==> src/rtl/cpu_pkg.sv <==
// rtl/cpu_pkg.sv - shared CPU types: forward-select codes, scoreboard entry, forward helper
package cpu_pkg;

    localparam int REG_AW = 5;

    localparam logic [1:0] FWD_REG = 2'b00;
    localparam logic [1:0] FWD_MEM = 2'b10;
    localparam logic [1:0] FWD_WB  = 2'b01;

    typedef struct packed {
        logic              valid;
        logic [REG_AW-1:0] rs;
        logic [REG_AW-1:0] rt;
        logic [REG_AW-1:0] rd;
        logic              regwrite;
        logic              load;
    } sb_entry_t;

    // A load sitting in MEM has no data yet, so it is never a forward source there.
    function automatic logic [1:0] fwd_sel(sb_entry_t mem, sb_entry_t wb, logic [REG_AW-1:0] src);
        if (mem.valid && mem.regwrite && !mem.load && mem.rd != '0 && mem.rd == src)
            return FWD_MEM;
        if (wb.valid && wb.regwrite && wb.rd != '0 && wb.rd == src)
            return FWD_WB;
        return FWD_REG;
    endfunction

endpackage

==> src/rtl/pipe_hazard_unit_if.sv <==
// rtl/pipe_hazard_unit_if.sv - ID-stage hazard inputs and pipeline control outputs
interface pipe_hazard_unit_if #(
    parameter int CNT_W = 16
);
    import cpu_pkg::*;

    logic              id_valid_i;
    logic [REG_AW-1:0] id_rs_i;
    logic [REG_AW-1:0] id_rt_i;
    logic [REG_AW-1:0] id_rd_i;
    logic              id_use_rs_i;
    logic              id_use_rt_i;
    logic              id_regwrite_i;
    logic              id_memread_i;
    logic              ex_branch_i;
    logic              mdu_busy_i;
    logic [1:0]        fwd_a_o;
    logic [1:0]        fwd_b_o;
    logic              stall_o;
    logic              flush_o;
    logic              freeze_o;
    logic [CNT_W-1:0]  stall_cnt_o;
    logic [CNT_W-1:0]  flush_cnt_o;

    modport master (
        output id_valid_i, id_rs_i, id_rt_i, id_rd_i, id_use_rs_i, id_use_rt_i,
               id_regwrite_i, id_memread_i, ex_branch_i, mdu_busy_i,
        input  fwd_a_o, fwd_b_o, stall_o, flush_o, freeze_o, stall_cnt_o, flush_cnt_o
    );

    modport slave (
        input  id_valid_i, id_rs_i, id_rt_i, id_rd_i, id_use_rs_i, id_use_rt_i,
               id_regwrite_i, id_memread_i, ex_branch_i, mdu_busy_i,
        output fwd_a_o, fwd_b_o, stall_o, flush_o, freeze_o, stall_cnt_o, flush_cnt_o
    );

endinterface

==> src/rtl/hazard_sb_entry.sv <==
// rtl/hazard_sb_entry.sv - one scoreboard stage: hold, load, or collapse to a bubble
module hazard_sb_entry
    import cpu_pkg::*;
(
    input  logic      clk_i,
    input  logic      rst_n_i,
    input  logic      hold_i,
    input  logic      load_i,
    input  sb_entry_t d_i,
    output sb_entry_t q_o
);

    always_ff @(posedge clk_i or negedge rst_n_i) begin
        if (!rst_n_i)
            q_o <= '0;
        else if (!hold_i)
            q_o <= load_i ? d_i : '0;
    end

endmodule

==> src/rtl/pipe_hazard_unit.sv <==
// rtl/pipe_hazard_unit.sv - scoreboard-based forwarding, load-use stall, flush and freeze control
module pipe_hazard_unit
    import cpu_pkg::*;
#(
    parameter int LOAD_LAT = 1,
    parameter int CNT_W    = 16
) (
    input  logic              clk_i,
    input  logic              rst_n_i,
    pipe_hazard_unit_if.slave hz
);

    localparam logic [1:0] LD_RELOAD = 2'(LOAD_LAT - 1);

    sb_entry_t        id_e;
    sb_entry_t        ex_e;
    sb_entry_t        mem_e;
    sb_entry_t        wb_e;
    logic             freeze;
    logic             flush;
    logic             stall;
    logic             load_use;
    logic             ex_load;
    logic [1:0]       ld_cnt;
    logic [CNT_W-1:0] stall_cnt;
    logic [CNT_W-1:0] flush_cnt;
    logic             unused_fields;

    assign id_e = '{valid:    1'b1,
                    rs:       hz.id_rs_i,
                    rt:       hz.id_rt_i,
                    rd:       hz.id_rd_i,
                    regwrite: hz.id_regwrite_i,
                    load:     hz.id_memread_i};

    assign freeze   = hz.mdu_busy_i;
    assign flush    = hz.ex_branch_i && !freeze;
    assign load_use = hz.id_valid_i && ex_e.valid && ex_e.load && ex_e.rd != '0 &&
                      ((hz.id_use_rs_i && hz.id_rs_i == ex_e.rd) ||
                       (hz.id_use_rt_i && hz.id_rt_i == ex_e.rd));
    // The countdown keeps the stall alive after the load has left EX when LOAD_LAT > 1.
    assign stall    = (load_use || ld_cnt != 2'd0) && !freeze && !flush;
    assign ex_load  = hz.id_valid_i && !stall && !flush;

    hazard_sb_entry u_ex (
        .clk_i   (clk_i),
        .rst_n_i (rst_n_i),
        .hold_i  (freeze),
        .load_i  (ex_load),
        .d_i     (id_e),
        .q_o     (ex_e)
    );

    hazard_sb_entry u_mem (
        .clk_i   (clk_i),
        .rst_n_i (rst_n_i),
        .hold_i  (freeze),
        .load_i  (1'b1),
        .d_i     (ex_e),
        .q_o     (mem_e)
    );

    hazard_sb_entry u_wb (
        .clk_i   (clk_i),
        .rst_n_i (rst_n_i),
        .hold_i  (freeze),
        .load_i  (1'b1),
        .d_i     (mem_e),
        .q_o     (wb_e)
    );

    always_ff @(posedge clk_i or negedge rst_n_i) begin
        if (!rst_n_i) begin
            ld_cnt    <= 2'd0;
            stall_cnt <= '0;
            flush_cnt <= '0;
        end else if (!freeze) begin
            if (flush)
                ld_cnt <= 2'd0;
            else if (load_use)
                ld_cnt <= LD_RELOAD;
            else if (ld_cnt != 2'd0)
                ld_cnt <= ld_cnt - 2'd1;
            if (stall && stall_cnt != '1)
                stall_cnt <= stall_cnt + CNT_W'(1);
            if (flush && flush_cnt != '1)
                flush_cnt <= flush_cnt + CNT_W'(1);
        end
    end

    assign hz.fwd_a_o     = fwd_sel(mem_e, wb_e, ex_e.rs);
    assign hz.fwd_b_o     = fwd_sel(mem_e, wb_e, ex_e.rt);
    assign hz.stall_o     = stall;
    assign hz.flush_o     = flush;
    assign hz.freeze_o    = freeze;
    assign hz.stall_cnt_o = stall_cnt;
    assign hz.flush_cnt_o = flush_cnt;

    assign unused_fields = ^{mem_e.rs, mem_e.rt, wb_e.rs, wb_e.rt, wb_e.load};

endmodule

==> src/flat_wrapper.sv <==
// flat-port wrapper written by rule: the top's interface ports become plain ports
module pipe_hazard_unit_flat import cpu_pkg::*;
#(
    parameter int LOAD_LAT = 1,
    parameter int CNT_W    = 16
)
  (clk_i, rst_n_i, hz_id_valid_i, hz_id_rs_i, hz_id_rt_i, hz_id_rd_i, hz_id_use_rs_i, hz_id_use_rt_i, hz_id_regwrite_i, hz_id_memread_i, hz_ex_branch_i, hz_mdu_busy_i, hz_fwd_a_o, hz_fwd_b_o, hz_stall_o, hz_flush_o, hz_freeze_o, hz_stall_cnt_o, hz_flush_cnt_o);
  pipe_hazard_unit_if #(.CNT_W(CNT_W)) hz_i ();
  input  logic clk_i;
  input  logic rst_n_i;
  input wire logic [$bits(hz_i.id_valid_i)-1:0] hz_id_valid_i;
  input wire logic [$bits(hz_i.id_rs_i)-1:0] hz_id_rs_i;
  input wire logic [$bits(hz_i.id_rt_i)-1:0] hz_id_rt_i;
  input wire logic [$bits(hz_i.id_rd_i)-1:0] hz_id_rd_i;
  input wire logic [$bits(hz_i.id_use_rs_i)-1:0] hz_id_use_rs_i;
  input wire logic [$bits(hz_i.id_use_rt_i)-1:0] hz_id_use_rt_i;
  input wire logic [$bits(hz_i.id_regwrite_i)-1:0] hz_id_regwrite_i;
  input wire logic [$bits(hz_i.id_memread_i)-1:0] hz_id_memread_i;
  input wire logic [$bits(hz_i.ex_branch_i)-1:0] hz_ex_branch_i;
  input wire logic [$bits(hz_i.mdu_busy_i)-1:0] hz_mdu_busy_i;
  output wire logic [$bits(hz_i.fwd_a_o)-1:0] hz_fwd_a_o;
  output wire logic [$bits(hz_i.fwd_b_o)-1:0] hz_fwd_b_o;
  output wire logic [$bits(hz_i.stall_o)-1:0] hz_stall_o;
  output wire logic [$bits(hz_i.flush_o)-1:0] hz_flush_o;
  output wire logic [$bits(hz_i.freeze_o)-1:0] hz_freeze_o;
  output wire logic [$bits(hz_i.stall_cnt_o)-1:0] hz_stall_cnt_o;
  output wire logic [$bits(hz_i.flush_cnt_o)-1:0] hz_flush_cnt_o;
  assign hz_i.id_valid_i = hz_id_valid_i;
  assign hz_i.id_rs_i = hz_id_rs_i;
  assign hz_i.id_rt_i = hz_id_rt_i;
  assign hz_i.id_rd_i = hz_id_rd_i;
  assign hz_i.id_use_rs_i = hz_id_use_rs_i;
  assign hz_i.id_use_rt_i = hz_id_use_rt_i;
  assign hz_i.id_regwrite_i = hz_id_regwrite_i;
  assign hz_i.id_memread_i = hz_id_memread_i;
  assign hz_i.ex_branch_i = hz_ex_branch_i;
  assign hz_i.mdu_busy_i = hz_mdu_busy_i;
  assign hz_fwd_a_o = hz_i.fwd_a_o;
  assign hz_fwd_b_o = hz_i.fwd_b_o;
  assign hz_stall_o = hz_i.stall_o;
  assign hz_flush_o = hz_i.flush_o;
  assign hz_freeze_o = hz_i.freeze_o;
  assign hz_stall_cnt_o = hz_i.stall_cnt_o;
  assign hz_flush_cnt_o = hz_i.flush_cnt_o;
  pipe_hazard_unit #(.LOAD_LAT(LOAD_LAT), .CNT_W(CNT_W)) u_core (.clk_i(clk_i), .rst_n_i(rst_n_i), .hz(hz_i));
endmodule
==> config.mk <==
export PLATFORM = sky130hd
export DESIGN_NAME = pipe_hazard_unit_flat
export DESIGN_NICKNAME = d
export VERILOG_FILES = /design/src/rtl/cpu_pkg.sv /design/src/rtl/pipe_hazard_unit_if.sv /design/src/rtl/hazard_sb_entry.sv /design/src/rtl/pipe_hazard_unit.sv /design/src/flat_wrapper.sv
export SDC_FILE = /design/constraint.sdc
export NUM_CORES = 1
export LEC_CHECK = 0
export BUFFER_PORTS_ARGS = -buffer_cell sky130_fd_sc_hd__buf_2
export CORE_MARGIN = 2
export CORE_UTILIZATION = 29
export DETAILED_ROUTE_END_ITERATION = 7
export PLACE_DENSITY = 0.44
export SLEW_MARGIN = 20
export SYNTH_ARGS = -nofsm -noshare
export SYNTH_HDL_FRONTEND = slang
export SYNTH_HIERARCHICAL = 1
export SYNTH_SLANG_ARGS = --single-unit
==> constraint.sdc <==
create_clock -name clk_i -period 2.14 [get_ports clk_i]
set_input_delay 0.428 -clock clk_i [delete_from_list [all_inputs] [get_ports clk_i]]
set_output_delay 0.428 -clock clk_i [all_outputs]
set_load 0.005 [all_outputs]
==> summary.md <==
| Metric | Value |
|---|---|
| Outcome | `finished, violations left` |
| Failing checks | `setup timing` |
| Top Ports | `63` |
| Register-to-register setup slack | `0.01 ns` |
| Area overhead of the layout relative to synthesis | `26.3%` |
| Fin worst setup slack | `-0.229 ns` |
| Final setup fails | `3` |
| Setup repair after global routing missed its margin | `true` |
| Clock root cell | `clkbuf_16` |
| Maximum fanout encountered on the critical timing path | `3` |
| Count of standard-cell rows | `40` |
| Remaining DRCs | `0` |
| Die outline area | `0.0132 sq mm` |
| Critical Path Source | `u_core/u_wb/q_o[3]` |
| Final core utilization | `37.6%` |
| Effective utilization at floorplan | `29.7%` |
| Die outline width | `115 microns` |
| DR vias/cell | `4.57` |
| Fin Hold WS | `0.116 ns` |
| Total leakage power | `2.13 nW` |
| Setup TNS after final layout | `-0.383 ns` |
| Final wirelength | `8130 microns` |
| Area of the core | `0.0120 sq mm` |
| Final Net Count | `467` |
| Post-Synthesis Cells | `354` |
| Drt initial violations | `117` |
| Final antenna diode count | `0` |
| Maximum clock rate | `422 MHz` |
| Final Hold Fails | `0` |
| Number of antenna violations at the first check in global routing | `0` |
| Post-synth design cell area | `0.00357 sq mm` |
| Final critical-path share of the clock period | `111%` |
| Clock insertion delay at the later pin of the skew report | `0.33 ns` |
| Total grt overflow | `0` |
| Antenna Violating Nets Remaining | `0` |
| Number of warning messages in the yosys log | `6` |
| Bufs on Longest Clock Path | `2` |
| Max IR drop VDD | `0.473 mV` |
| TritonCTS clock tree | `yes` |
| Reg clk slew, reported paths | `0.05 ns` |
| Minimum clock period | `2.37 ns` |
| Worst setup endpoint | `hz_fwd_b_o[0]` |
| IO Port Bufs | `62` |
| H-tree depth | `3` |
| Layout filler cell count | `1249` |
| Worst EP arrival | `1.94 ns` |
| Pre-antenna DRT Iters | `4` |
| Critical path startpoint category | `register` |
| Power density over the cells | `839 mW/mm^2` |
| Vias in the first global route | `2755` |
| Detailed-route wire length per cell | `13.7 microns` |
| Required time worst endpoint | `1.71 ns` |
| Classification of the worst-slack hold path | `input pin to asynchronous set/reset pin` |
| Fin area | `0.00451 sq mm` |
| Largest net degree at the start of global routing | `68` |
| Worst-case reg-to-reg path depth | `9` |
| Share of cells above drive strength 1 | `34.2%` |
| Crit end category | `output pin` |
| Clock sink total | `67` |
| Worst reg2reg startpoint | `u_core/u_ex/q_o[6]` |
| Cell Area, Placed | `0.00400 sq mm` |
| Highest-count cells in the layout ignoring fill and taps | `nand2_1 (81), dfrtp_1 (64), buf_2 (61)` |
| CTS Buf Count | `9` |
| Die extent in y | `115 microns` |
| Via count of the routed design | `2706` |
| Critical path start-end classification | `register to output pin` |
| Crit Reg-Reg Endpoint | `u_core/hz.stall_cnt_o[7]` |
| Fin. max-slew vios | `0` |
| Avg Synthesized Cell Area | `10.1 sq um` |
| Max_cap viols | `0` |
| Commonest non-fill, non-tap cell in the layout | `nand2_1` |
| Total GRT Usage | `13.3%` |
| Final Skew | `0.00708 ns` |
| First-pass GRT wire length | `13700 microns` |
| HPWL after detailed placement | `5770 microns` |
| RD Place Congestion | `0.759` |
how the worst min path moves through the flow:
stage | slack (ns) | depth (start not counted) | to | startpoint
2_1_floorplan | 0.13 | 0 | u_core/hz.flush_cnt_o[0] | rst_n_i
3_3_place_gp | 0.47 | 2 | u_core/u_ex/q_o[1] | u_core/u_ex/q_o[1]
3_5_place_dp | 0.47 | 1 | u_core/hz.flush_cnt_o[6] | u_core/hz.flush_cnt_o[6]
4_1_cts | 0.13 | 2 | u_core/u_wb/q_o[6] | rst_n_i
5_1_grt | 0.15 | 2 | u_core/u_wb/q_o[4] | rst_n_i
6_report | 0.12 | 2 | u_core/u_ex/q_o[1] | rst_n_i
state kept, by name, summed over array words and instances, names as in the netlist:
name / flops
u_core/u_ex/q_o: 18
u_core/u_mem/q_o: 8
u_core/ld_cnt: 2
u_core/u_wb/q_o: 7
u_core/hz.stall_cnt_o: 16
u_core/hz.flush_cnt_o: 16
area by class of cell:
cell class,instances,area [sq um],share of cell area (%)
well taps,147,184,4.08
multi-input cells,264,1740,38.6
repair buffers,95,623,13.8
clock inverters,2,10.0,0.222
clock buffers,14,264,5.85
inverters,3,11.3,0.250
flip-flops and latches,67,1680,37.2
worst max-delay path: stages (launching register included):
cell	delay [ns]
dfrtp_1	0.38
buf_6	0.13
xor2_1	0.15
or4_1	0.53
nor4_2	0.27
buf_2	0.15
report_power, final:
group / total, mW / internal (mW) / leakage [nW] / switching [mW]
Sequential: 1.59 / 1.42 / 0.900 / 0.171
Combinational: 0.835 / 0.432 / 1.10 / 0.402
Clock: 1.36 / 0.844 / 0.137 / 0.518
repair_timing:
action | in CTS | in global routing
setup endpoints to repair | 5 | 16
gates cloned | 0 | 1
buffers inserted | 8 | 6
gates resized for setup | 5 | 22
hold buffers | 0 | 0
pin swaps | 7 | 19
per-layer routing:
| metal | part of all wire, % | vias up | track usage (%) |
|---|---|---|---|
| li1 | - | 1363 | - |
| met1 | 45 | 1284 | 16.9 |
| met2 | 49 | 50 | 21.2 |
| met3 | 5.4 | 9 | 5.17 |
| met4 | 0.91 | 0 | 3.61 |
| met5 | 0 | - | 0 |
per-stage QoR:
stage	cells	total power [mW]	worst slack, ns
global placement	562	2.32	0.0705
floorplan	356	2.06	0.173
CTS	586	3.77	-0.235
global route	592	4.04	-0.312
finish	592	3.79	-0.229
detailed placement	562	2.34	0.0206
(Power assumes the default switching activity.)
